### src/rtl/pll_phase_ctrl.sv
// Bus-mapped PLL dynamic-phase / PLL-reset controller with per-counter signed offset tracking and boot preset.
// Bus ack one cycle after request; STEP writes stall (ack withheld) until the step engine is idle and boot is complete.
module pll_phase_ctrl #(
   parameter int NUM_CH       = 4,
   parameter int COUNTER_BASE = 2,
   parameter int EN_CYCLES    = 2,
   parameter int DONE_TIMEOUT = 1023,
   parameter int BOOT_CH      = 0,
   parameter int BOOT_STEPS   = 8,
   parameter int BOOT_UP      = 0
) (
   input  logic        system_clk,
   input  logic        system_reset_n,
   input  logic [27:0] hardware_addr,
   input  logic [31:0] hardware_data_in,
   output logic [31:0] hardware_data_out,
   input  logic [3:0]  hardware_data_sel,
   input  logic        hardware_write,
   input  logic        hardware_ready,
   output logic        hardware_ack,
   input  logic        pll_locked,
   input  logic        phase_done,
   output logic [4:0]  counter_sel,
   output logic        phase_enable,
   output logic        phase_up_down,
   output logic        pll_reset,
   output logic        boot_phase_done,
   output logic        busy
);
   localparam int TW = $clog2(DONE_TIMEOUT + 2);

   typedef enum logic [2:0] {S_IDLE, S_PULSE, S_WAIT_LOW, S_WAIT_HIGH, S_GAP} state_t;

   state_t        state_q, state_d;
   logic          lock_s1_q, lock_s1_d, lock_s2_q, lock_s2_d, lock_prev_q, lock_prev_d;
   logic          done_s1_q, done_s1_d, done_s2_q, done_s2_d;
   logic [3:0]    cnt_q, cnt_d;
   logic [TW-1:0] tmo_q, tmo_d;
   logic [7:0]    remaining_q, remaining_d;
   logic [3:0]    ch_q, ch_d;
   logic          up_q, up_d;
   logic [4:0]    counter_sel_q, counter_sel_d;
   logic          up_down_q, up_down_d;
   logic          phase_enable_q, phase_enable_d;
   logic          error_q, error_d;
   logic          boot_done_q, boot_done_d, boot_pend_q, boot_pend_d;
   logic          pll_reset_q, pll_reset_d, rst_req_q, rst_req_d;
   logic          ack_q, ack_d;
   logic [31:0]   data_out_q, data_out_d;
   logic [15:0]   offset_q [NUM_CH];
   logic [15:0]   offset_d [NUM_CH];

   logic [6:0]    addr;
   logic          lock_rise, lock_fall, idle_free, timed_out;
   logic          unused_ok;

   assign addr      = hardware_addr[6:0];
   assign lock_rise = lock_s2_q & ~lock_prev_q;
   assign lock_fall = ~lock_s2_q & lock_prev_q;
   assign idle_free = (state_q == S_IDLE) && (remaining_q == 8'd0) && boot_done_q && !lock_fall && !lock_rise;
   assign timed_out = (tmo_q == TW'(DONE_TIMEOUT));
   assign unused_ok = ^{hardware_data_sel, hardware_addr[27:7], hardware_data_in[31:16],
                        hardware_data_in[7:6], hardware_data_in[4]};

   always_comb begin
      state_d        = state_q;
      lock_s1_d      = pll_locked;
      lock_s2_d      = lock_s1_q;
      lock_prev_d    = lock_s2_q;
      done_s1_d      = phase_done;
      done_s2_d      = done_s1_q;
      cnt_d          = cnt_q;
      tmo_d          = tmo_q;
      remaining_d    = remaining_q;
      ch_d           = ch_q;
      up_d           = up_q;
      counter_sel_d  = counter_sel_q;
      up_down_d      = up_down_q;
      phase_enable_d = phase_enable_q;
      error_d        = error_q;
      boot_done_d    = boot_done_q;
      boot_pend_d    = boot_pend_q;
      pll_reset_d    = pll_reset_q;
      rst_req_d      = 1'b0;
      ack_d          = ack_q;
      data_out_d     = data_out_q;
      offset_d       = offset_q;

      case (state_q)
         S_IDLE: begin
            if (remaining_q != 8'd0) begin
               state_d       = S_PULSE;
               counter_sel_d = 5'(COUNTER_BASE) + {1'b0, ch_q};
               up_down_d     = up_q;
               cnt_d         = 4'd0;
            end
         end
         S_PULSE: begin
            if (cnt_q == 4'(EN_CYCLES - 1)) begin
               state_d = S_WAIT_LOW;
               tmo_d   = '0;
            end else begin
               cnt_d = cnt_q + 4'd1;
            end
         end
         S_WAIT_LOW, S_WAIT_HIGH: begin
            if ((state_q == S_WAIT_LOW) && !done_s2_q) begin
               state_d = S_WAIT_HIGH;
               tmo_d   = '0;
            end else if ((state_q == S_WAIT_HIGH) && done_s2_q) begin
               for (int i = 0; i < NUM_CH; i++) begin
                  if (ch_q == 4'(i)) offset_d[i] = up_down_q ? offset_q[i] + 16'd1 : offset_q[i] - 16'd1;
               end
               remaining_d = remaining_q - 8'd1;
               state_d     = (remaining_q > 8'd1) ? S_GAP : S_IDLE;
            end else if (timed_out) begin
               error_d     = 1'b1;
               remaining_d = 8'd0;
               state_d     = S_IDLE;
            end else begin
               tmo_d = tmo_q + TW'(1);
            end
         end
         S_GAP: begin
            state_d = S_PULSE;
            cnt_d   = 4'd0;
         end
         default: state_d = S_IDLE;
      endcase

      if (boot_pend_q && (state_q != S_IDLE) && (state_d == S_IDLE)) begin
         boot_done_d = 1'b1;
         boot_pend_d = 1'b0;
      end

      // One transaction per ready pulse: ack drops only once ready has been released.
      if (ack_q) begin
         if (!hardware_ready) begin
            ack_d      = 1'b0;
            data_out_d = 32'd0;
         end
      end else if (hardware_ready) begin
         data_out_d = 32'd0;
         if (addr == 7'h00) begin
            if (!hardware_write) begin
               ack_d      = 1'b1;
               data_out_d = {boot_done_q, lock_s2_q, error_q, (state_q != S_IDLE), 12'd0, remaining_q, 8'd0};
            end else if (idle_free) begin
               ack_d = 1'b1;
               if ((hardware_data_in[15:8] != 8'd0) && ({1'b0, hardware_data_in[3:0]} < 5'(NUM_CH))) begin
                  remaining_d = hardware_data_in[15:8];
                  ch_d        = hardware_data_in[3:0];
                  up_d        = hardware_data_in[5];
               end
            end
         end else if (addr == 7'h01) begin
            ack_d = 1'b1;
            if (hardware_write) begin
               rst_req_d = hardware_data_in[0];
               if (hardware_data_in[1]) error_d = 1'b0;
            end
         end else begin
            ack_d = 1'b1;
            for (int i = 0; i < NUM_CH; i++) begin
               if (!hardware_write && (addr == 7'(16 + i))) data_out_d = {{16{offset_q[i][15]}}, offset_q[i]};
            end
         end
      end

      if (rst_req_q) begin
         pll_reset_d = 1'b1;
      end else if (pll_reset_q && !lock_s2_q) begin
         pll_reset_d = 1'b0;
      end

      if (lock_rise) begin
         remaining_d = 8'(BOOT_STEPS);
         ch_d        = 4'(BOOT_CH);
         up_d        = (BOOT_UP != 0);
         if (BOOT_STEPS == 0) boot_done_d = 1'b1;
         else                 boot_pend_d = 1'b1;
      end

      // Lock loss overrides everything except the sticky error flag.
      if (lock_fall) begin
         state_d     = S_IDLE;
         remaining_d = 8'd0;
         boot_done_d = 1'b0;
         boot_pend_d = 1'b0;
         cnt_d       = 4'd0;
         tmo_d       = '0;
         for (int i = 0; i < NUM_CH; i++) offset_d[i] = 16'd0;
      end

      phase_enable_d = (state_d == S_PULSE);
   end

   always_ff @(posedge system_clk or negedge system_reset_n) begin
      if (!system_reset_n) begin
         state_q        <= S_IDLE;
         lock_s1_q      <= 1'b0;
         lock_s2_q      <= 1'b0;
         lock_prev_q    <= 1'b0;
         done_s1_q      <= 1'b0;
         done_s2_q      <= 1'b0;
         cnt_q          <= 4'd0;
         tmo_q          <= '0;
         remaining_q    <= 8'd0;
         ch_q           <= 4'd0;
         up_q           <= 1'b1;
         counter_sel_q  <= 5'(COUNTER_BASE);
         up_down_q      <= 1'b1;
         phase_enable_q <= 1'b0;
         error_q        <= 1'b0;
         boot_done_q    <= 1'b0;
         boot_pend_q    <= 1'b0;
         pll_reset_q    <= 1'b0;
         rst_req_q      <= 1'b0;
         ack_q          <= 1'b0;
         data_out_q     <= 32'd0;
         for (int i = 0; i < NUM_CH; i++) offset_q[i] <= 16'd0;
      end else begin
         state_q        <= state_d;
         lock_s1_q      <= lock_s1_d;
         lock_s2_q      <= lock_s2_d;
         lock_prev_q    <= lock_prev_d;
         done_s1_q      <= done_s1_d;
         done_s2_q      <= done_s2_d;
         cnt_q          <= cnt_d;
         tmo_q          <= tmo_d;
         remaining_q    <= remaining_d;
         ch_q           <= ch_d;
         up_q           <= up_d;
         counter_sel_q  <= counter_sel_d;
         up_down_q      <= up_down_d;
         phase_enable_q <= phase_enable_d;
         error_q        <= error_d;
         boot_done_q    <= boot_done_d;
         boot_pend_q    <= boot_pend_d;
         pll_reset_q    <= pll_reset_d;
         rst_req_q      <= rst_req_d;
         ack_q          <= ack_d;
         data_out_q     <= data_out_d;
         offset_q       <= offset_d;
      end
   end

   assign hardware_data_out = data_out_q;
   assign hardware_ack      = ack_q;
   assign counter_sel       = counter_sel_q;
   assign phase_enable      = phase_enable_q;
   assign phase_up_down     = up_down_q;
   assign pll_reset         = pll_reset_q;
   assign boot_phase_done   = boot_done_q;
   assign busy              = (state_q != S_IDLE);
endmodule

### config.mk
export PLATFORM = sky130hd
export DESIGN_NAME = pll_phase_ctrl
export DESIGN_NICKNAME = d
export VERILOG_FILES = /design/src/rtl/pll_phase_ctrl.sv
export SDC_FILE = /design/constraint.sdc
export NUM_CORES = 1
export LEC_CHECK = 0
export ABC_AREA = 0
export CAP_MARGIN = 40
export CORE_UTILIZATION = 45
export CTS_BUF_LIST = sky130_fd_sc_hd__clkbuf_4
export DETAILED_ROUTE_END_ITERATION = 10
export GPL_TIMING_DRIVEN = 1
export PLACE_DENSITY = 0.75
export SKIP_LAST_GASP = 1
export SLEW_MARGIN = 20
export SYNTH_ARGS = -nofsm -noshare
export SYNTH_HDL_FRONTEND = slang
export SYNTH_SLANG_ARGS = --single-unit
### constraint.sdc
create_clock -name system_clk -period 9.5 [get_ports system_clk]
set_input_delay 1.425 -clock system_clk [delete_from_list [all_inputs] [get_ports system_clk]]
set_output_delay 1.425 -clock system_clk [all_outputs]
set_load 0.1 [all_outputs]
==> results.cfg, run 1 <==
[yosys]
yosys_warnings = 0
synth_seq_cells = 134
seq_area_frac_synth_pct = 36.5
syn_avg_cell_area_um2 = 9.03
netlist_instances = 1017
synth_cell_types = 75
ys.flop_type = dfrtp_1
syn-num-nets = 1156
synth_edf_count = 0
syn_area_um2 = 9190
async_reset_ff_share_pct = 100

[job]
maxCapViolCount = 0

[final_layout]
fill_cells = 1680
multi_input_area_um2 = 5470
syn_to_final_growth_pct = 20.8
layout-drive-gt1-share_pct = 11.8
final_util_pct = 56.3
num-nets-final = 1245
seqCellArea_um2 = 3360

[timing]
slew_headroom_pct = 40.1
hold_viol = 0
fin_skew_ns = 0.0187
max_freq_mhz = 253
finalMaxSlewViolations = 0
setup_viol = 0
setup_tns_ns = 0
timing.final.crit_share_pct = 41.5
worst_pin_slew_ns = 0.899
rsz0062_at_grt = no
period_needed_ns = 3.95

[global_routing]
gr-total-overflow = 0
grt_antenna_before_repair = 1
grt_pass1_wl_mm = 39.0
grt_usage_pct = 24.0
grt_max_degree = 73
grt_pass1_vias = 7847

[worst_hold_path]
min_path_type = reg2reg
min_path_cells = 0

[routing]
ant_nets = 0
wirelength_mm = 23.7
vias = 8177
firstDrtPassIters = 7
drt-initial-drc-count = 563
via_per_inst = 5.90
wl_per_cell_um = 17.1
drc_errors = 0

[floorplanning]
die-width_um = 145
design.core.area_um2 = 19700
die_area_um2 = 21000
core.rowCount = 51
die_height_um = 145
initial_utilization_pct = 46.6
io_pins = 113

[place]
dp_hpwl_mm = 17.3
gp_congestion = 0.880
numPortBuffers = 68

[clocking]
cts_tree = done
cts_hold_buffers = 0
cts_setup_buffers = 0
clockBufferDepth = 2
cts_resized = 0
clk_latency_ns = 0.59
numCtsBuffers = 17
clock_sinks = 134
cts_htree_levels = 4
cts_root_buf = clkbuf_4
clk_pin_slew_worst_paths_ns = 0.13

[run_status]
status = finished clean

[critical_path]
path_max_fanout = 45
worstPathRequired_ns = 9.96
worst-setup-path-type = reg2reg
crit_arrival_ns = 4.41
cp-start-kind = register
r2r_cells = 10
endpoint_kind = register

[power]
vdd_drop_max_mv = 0.122
leakagePower_nw = 5.06
cellPowerDensity_nw_per_um2 = 184
==> path summary, 6_finish.rpt <==
path | slack (ns) | endpoint | startpoint
worst min-delay path | 0.37 | done_s2_q$_DFF_PN0_ | done_s1_q$_DFF_PN0_
worst max register to register | 5.55 | offset_q[46]$_DFFE_PN0P_ | phase_up_down$_DFFE_PN1P_
min in group asynchronous | 0.79 | hardware_data_out[6]$_DFFE_PN0P_ | system_reset_n
max in group asynchronous | 7.53 | counter_sel[1]$_DFFE_PN1P_ | system_reset_n
worst min register to register | 0.37 | done_s2_q$_DFF_PN0_ | done_s1_q$_DFF_PN0_
worst max-delay path | 5.55 | offset_q[46]$_DFFE_PN0P_ | phase_up_down$_DFFE_PN1P_
==> report_power, final <==
| part | leakage (nW) | internal, mW | switching, mW |
|---|---|---|---|
| Sequential | 1.83 | 0.629 | 0.0742 |
| Clock | 0.171 | 0.215 | 0.235 |
| Combinational | 3.06 | 0.368 | 0.520 |
==> per-layer routing <==
layer	vias up	part of all wire (%)	track usage, %
met2	268	49	40.5
met4	0	2.0	8.53
met3	38	5.7	4.08
met5	-	0	0
met1	3914	43	30.8
li1	3957	-	-
==> logic make-up after synthesis <==
family | count (synthesis) | share of synthesized area [%]
AO/OA/AOI/OAI | 282 | 20.9
XOR/XNOR | 33 | 3.15
adder cells (fa/ha/maj) | 71 | 9.94
buffers and inverters | 85 | 4.03
flip-flops | 134 | 36.5
multiplexers | 27 | 4.32
AND/OR/NAND/NOR | 385 | 21.1
==> layout make-up <==
class / count / area share (%)
diodes: 1 / 0.0226
clock buffers: 18 / 1.22
clock inverters: 14 / 1.79
inverters: 31 / 1.05
multi-input cells: 798 / 49.3
flip-flops and latches: 134 / 30.3
well taps: 265 / 2.99
repair buffers: 124 / 13.4
==> synthesized netlist by cell type, types with 11 or more instances <==
cell type	instances	area, um2
a21oi_1	62	310
nor4_1	11	68.8
and3_1	20	125
nand2b_1	12	75.1
clkbuf_1	36	135
o21a_1	15	113
nand4_1	14	87.6
nor2_1	101	379
nand2_1	80	300
buf_4	11	82.6
inv_1	31	116
ha_1	65	813
nor3_1	39	195
a21o_1	22	165
nand3_1	40	200
o21ai_0	53	265
a211oi_1	24	180
xor2_1	17	149
nor2b_1	16	100
xnor2_1	16	140
dfrtp_1	131	3280
mux2_2	11	124
==> state kept, by name, summed over array words and instances (netlist names), 3 cells and up <==
signal / flops
remaining_q: 8
counter_sel: 5
offset_q: 64
tmo_q: 11
cnt_q: 4
hardware_data_out: 21
ch_q: 4
state_q: 3
==> through the flow <==
step | setup slack [ns] | area [um2] | hold WS (ns) | instances | power (mW)
global placement | 5.08 | 10000 | 0.334 | 1302 | 1.53
finish | 5.55 | 11100 | 0.373 | 1385 | 2.04
detailed placement | 5.22 | 10700 | 0.336 | 1350 | 1.59
CTS | 5.59 | 11100 | 0.371 | 1382 | 2.04
global route | 5.31 | 11100 | 0.378 | 1385 | 2.19
floorplan | 5.38 | 9190 | 0.331 | 1017 | 1.35
==> critical path: stages, from the launching register on <==
cell	delay (ns)
dfstp_2	0.89
inv_2	0.30
buf_4	0.40
ha_1	0.41
nor2b_1	0.16
o21a_1	0.18
o21ai_0	0.42
a21boi_0	0.25
a41o_1	0.34
o311ai_0	0.31
o211ai_1	0.14
==> cells in the final DEF (no fill, tap or decap), types with 16 or more instances in the layout <==
| cell type | instances |
|---|---|
| dfrtp_1 | 131 |
| nor2_1 | 101 |
| nand2_1 | 80 |
| clkdlybuf4s50_1 | 67 |
| ha_1 | 64 |
| a21oi_1 | 62 |
| o21ai_0 | 53 |
| buf_8 | 43 |
| nand3_1 | 40 |
| nor3_1 | 39 |
| inv_1 | 30 |
| a211oi_1 | 24 |
| a21o_1 | 22 |
| and3_1 | 20 |
| clkbuf_4 | 18 |
| xor2_1 | 17 |
| nor2b_1 | 16 |
Note: power is estimated with default switching activity, not from simulation.
==> run 2, diff against run 1 <==
- PLACE_DENSITY: 0.75 -> 0.77
- clock period: 9.5 -> 3.5 ns (I/O delays scaled with it)
==> run 2 against run 1 <==
  * Highest routed layer unchanged
  * Largest power group unchanged
  * Via count about the same
  * Maximum frequency increased by 23%
  * Final cell count increased by 0.58%
  * Hold slack got worse by 0.0017 ns
==> results.cfg, run 2 (synthesized netlist as in run 1, its figures left out) <==
[timing]
hold_viol = 0
timing.final.crit_share_pct = 92.0
finalMaxSlewViolations = 0
period_needed_ns = 3.22
max_freq_mhz = 310
slew_headroom_pct = 57.3
setup_viol = 0
worst_pin_slew_ns = 0.640
rsz0062_at_grt = no
setup_ws_ns = 0.279
fin_skew_ns = 0.0212

[routing]
wl_per_cell_um = 17.0
drt-initial-drc-count = 541
firstDrtPassIters = 5
ant_nets = 0
drc_errors = 0
via_per_inst = 5.87
wirelength_mm = 23.7
vias = 8176

[floorplanning]
io_pins = 113
die-width_um = 145
initial_utilization_pct = 46.6
core.rowCount = 51
design.core.area_um2 = 19700
die_area_um2 = 21000
die_height_um = 145

[final_layout]
fill_cells = 1660
largest_reg_flops = 64
final_common_cell = dfrtp_1
regMostFlops = offset_q
layout-drive-gt1-share_pct = 13.0
syn_to_final_growth_pct = 21.6
multi_input_area_um2 = 5540
seqCellArea_um2 = 3360
final_cell_mix = 131 x dfrtp_1, 101 x nor2_1, 80 x nand2_1, 65 x clkdlybuf4s50_1, 62 x a21oi_1
num-nets-final = 1253

[run_status]
status = finished clean

[clocking]
clock_sinks = 134
cts_htree_levels = 4
cts_root_buf = clkbuf_4
numCtsBuffers = 17
cts_tree = done
clockBufferDepth = 2
clk_latency_ns = 0.58
clk_pin_slew_worst_paths_ns = 0.13

[worst_hold_path]
min_path_cells = 0
min_path_type = reg2reg

[global_routing]
grt_max_degree = 79
gr-total-overflow = 0
grt_antenna_before_repair = 1
grt_pass1_wl_mm = 39.0
grt_pass1_vias = 7948
grt_usage_pct = 23.7

[place]
numPortBuffers = 68
dp_hpwl_mm = 17.6
place_ws_ns = 0.336
gp_congestion = 0.877

[power]
leakagePower_nw = 5.08
cellPowerDensity_nw_per_um2 = 481
vdd_drop_max_mv = 0.297
totalPowerFinal_mw = 5.38

[critical_path]
cp-start-kind = register
crit_arrival_ns = 3.68
worstPathRequired_ns = 3.96
path_max_fanout = 45
r2r_cells = 10
worst-setup-path-type = reg2reg
endpoint_kind = register

[job]
maxCapViolCount = 0
## run 2: worst paths after layout
check,startpoint,endpoint,slack (ns)
setup / recovery,phase_up_down$_DFFE_PN1P_,offset_q[47]$_DFFE_PN0P_,0.28
hold / removal,done_s1_q$_DFF_PN0_,done_s2_q$_DFF_PN0_,0.37
setup reg to reg,phase_up_down$_DFFE_PN1P_,offset_q[47]$_DFFE_PN0P_,0.28
hold reg to reg,done_s1_q$_DFF_PN0_,done_s2_q$_DFF_PN0_,0.37
max in group asynchronous,system_reset_n,offset_q[57]$_DFFE_PN0P_,2.23
min in group asynchronous,system_reset_n,hardware_data_out[2]$_DFFE_PN0P_,0.38
## run 2: timing repair
item,CTS,global route
gates resized for setup,0,0
endpoints found under the setup margin,0,0
hold endpoints to repair,27,0
hold buffers,1,0
buffers inserted,0,0
## run 2: power by group
group	internal [mW]	total [mW]	switching, mW
Sequential	1.71	1.92	0.212
Combinational	1.04	2.48	1.44
Clock	0.364	0.982	0.619
## run 2: critical path, cell delays in order, from the launching register on
cell,delay (ns)
dfstp_4,0.64
clkinvlp_4,0.10
buf_12,0.19
ha_1,0.36
a211oi_1,0.34
o21bai_1,0.15
a211oi_1,0.45
o21ai_0,0.28
a211oi_1,0.34
a211o_1,0.15
nand3_1,0.07
## run 2: through the flow
stage	utilization, %	area, um2	hold slack, ns	setup TNS, ns	cells
CTS	56.7	11200	0.369	0	1392
detailed placement	55.3	10900	0.348	0	1359
floorplan	-	9270	0.229	-6.60	1017
finish	56.7	11200	0.371	0	1393
global placement	51.7	10200	0.332	0	1317
global route	56.7	11200	0.363	0	1393
## run 2: cell type report
type,count,area share (%)
repair buffers,132,14.0
diodes,1,0.0224
inverters,31,1.07
clock buffers,18,1.21
multi-input cells,798,49.6
clock inverters,14,1.12
well taps,265,2.97
flip-flops and latches,134,30.1
## run 2: routing by layer
layer	wire length [um]	GRT usage, %
met1	10400	30.3
met3	1190	3.49
met4	631	8.75
met2	11500	40.5
met5	0	0
==> run 3, diff against run 2 <==
- GPL_ROUTABILITY_DRIVEN: unset -> 1
- PLACE_DENSITY: 0.77 -> 0.75
- clock period: 3.5 -> 3.2 ns (I/O delays scaled with it)
==> run 3 against run 2 <==
  * Clock power increased by 21%
  * First-iteration DRC count increased by 5.9%
  * Highest routed layer unchanged
  * Critical path depth unchanged
  * Non-clock buffer count decreased by 25
  * Final cell count decreased by 1.8%
  * Setup slack got worse by 0.13 ns
  * Utilization decreased by 2.8 points
  * Die area unchanged
==> results.cfg, run 3 (synthesized netlist as in run 1, its figures left out) <==
[critical_path]
worstPathRequired_ns = 3.69
reg2reg_to = offset_q[47]$_DFFE_PN0P_
r2r_cells = 10
path_max_fanout = 30
regToRegStartpoint = phase_up_down$_DFFE_PN1P_
worst-setup-path-type = reg2reg
endpoint_kind = register
crit_arrival_ns = 3.54
path_buf_inv = 2
cp-start-kind = register
slowest_delay_ns = 0.65
crit_chain = clkinvlp_4 > buf_12 > ha_1 > a211oi_1 > o21bai_1 > a211oi_2 > o21ai_0 > a211oi_1 > a211o_1 > nand3_1
crit_top_cell = a211oi_1
ff2ff_setup_slack_ns = 0.15
critical-path-top-delay-family = compound AO/OA/AOI/OAI gates
slowest_stage = dfstp_4
cp.depth = 10

[clocking]
cts_root_buf = clkbuf_4
clock_sinks = 134
clk_latency_ns = 0.60
clk_pin_slew_worst_paths_ns = 0.15
numCtsBuffers = 17
cts_tree = done
cts_setup_buffers = 0
cts_htree_levels = 4
clockBufferDepth = 2

[place]
dp_hpwl_mm = 17.0
numPortBuffers = 68
place_ws_ns = 0.117
gp_congestion = 0.876
dpl_cell_area_um2 = 10300

[timing]
setup_ws_ns = 0.151
timing.final.crit_share_pct = 95.3
hold_viol = 0
fin_skew_ns = 0.0260
setup_viol = 0
hold_ws_ns = 0.294
worst_pin_slew_ns = 0.701
rsz0062_at_grt = yes
finalMaxSlewViolations = 0
max_freq_mhz = 328
slew_headroom_pct = 53.0
period_needed_ns = 3.05

[global_routing]
grt_antenna_before_repair = 1
grt_max_degree = 60
grt_pass1_vias = 7558
gr-total-overflow = 0
grt_usage_pct = 23.0
grt_pass1_wl_mm = 37.6

[final_layout]
final_util_pct = 53.9
syn_to_final_growth_pct = 15.6
num-nets-final = 1228
layout-drive-gt1-share_pct = 15.1
regMostFlops = offset_q
fill_cells = 1748
largest_reg_flops = 64
final_cell_mix = 131 x dfrtp_1, 101 x nor2_1, 80 x nand2_1, 69 x buf_4, 61 x a21oi_1
final_common_cell = dfrtp_1
post-route-cell-area_um2 = 10600

[worst_hold_path]
min_to = done_s1_q$_DFF_PN0_
min-delay-start = phase_done
min_path_cells = 1
min_path_type = in2reg

[power]
clkPwrFrac_pct = 19.7
internal_power_mw = 3.44
p_sw_share_pct = 42.7
p_switching_mw = 2.57
cellPowerDensity_nw_per_um2 = 566
seqPwrFrac_pct = 34.5
share_comb_of_total_power_pct = 45.7
vdd_drop_max_mv = 0.334
leakagePower_nw = 4.96

[floorplanning]
die-width_um = 145
design.core.area_um2 = 19700
io_pins = 113
die_height_um = 145
initial_utilization_pct = 46.6
die_area_um2 = 21000
core.rowCount = 51

[routing]
wl_per_cell_um = 16.7
drc_errors = 0
drt-initial-drc-count = 573
vias = 8019
ant_nets = 0
firstDrtPassIters = 6
wirelength_mm = 22.9
via_per_inst = 5.86

[job]
maxCapViolCount = 0

[run_status]
status = finished clean
-- run 3: per-layer routing --
metal / up-vias / track usage [%] / share of wire, %
li1: 3930 / - / -
met1: 3878 / 32.1 / 47
met2: 176 / 36.0 / 46
met3: 35 / 3.26 / 3.8
met4: 0 / 9.03 / 2.3
met5: - / 0 / 0
-- run 3: power by group through the flow --
stage | clock [mW] | combinational, mW | sequential, mW
after floorplan | 0 | 1.91 | 2.20
after global placement | 0 | 2.65 | 2.09
after detailed placement | 0 | 2.71 | 2.10
after CTS | 1.21 | 2.73 | 2.07
after global routing | 1.29 | 3.03 | 2.09
final | 1.19 | 2.75 | 2.08
-- run 3: worst max-delay path by stage --
stage                     slack [ns]                       end                 startpoint
final                           0.15  offset_q[47]$_DFFE_PN0P_  phase_up_down$_DFFE_PN1P_
after global routing           -0.03  offset_q[47]$_DFFE_PN0P_  phase_up_down$_DFFE_PN1P_
after global placement          0.14  offset_q[47]$_DFFE_PN0P_  phase_up_down$_DFFE_PN1P_
after CTS                       0.08  offset_q[47]$_DFFE_PN0P_  phase_up_down$_DFFE_PN1P_
after detailed placement        0.12  offset_q[47]$_DFFE_PN0P_  phase_up_down$_DFFE_PN1P_
after floorplan                -0.74  offset_q[31]$_DFFE_PN0P_  phase_up_down$_DFFE_PN1P_
-- run 3: cell type report --
type	count	area, um2	share of cell area, %
Sequential cell	134	3360	31.6
Clock buffer	17	128	1.20
Clock inverter	15	163	1.53
Multi-Input combinational cell	798	5570	52.5
Tap cell	265	332	3.12
Timing Repair Buffer	107	945	8.89
Inverter	31	120	1.13
Antenna cell	1	2.50	0.0236
-- run 3: through the flow --
stage / setup TNS, ns / power [mW] / instances
floorplan: -18.00 / 4.11 / 1017
global placement: 0 / 4.74 / 1329
detailed placement: 0 / 4.80 / 1334
CTS: 0 / 6.00 / 1367
global route: -0.0345 / 6.41 / 1368
finish: 0 / 6.01 / 1368
-- run 3: repair_timing --
action	CTS	global route
hold endpoints to repair	57	0
hold buffers	1	0
gates resized for setup	0	4
endpoints found under the setup margin	0	4
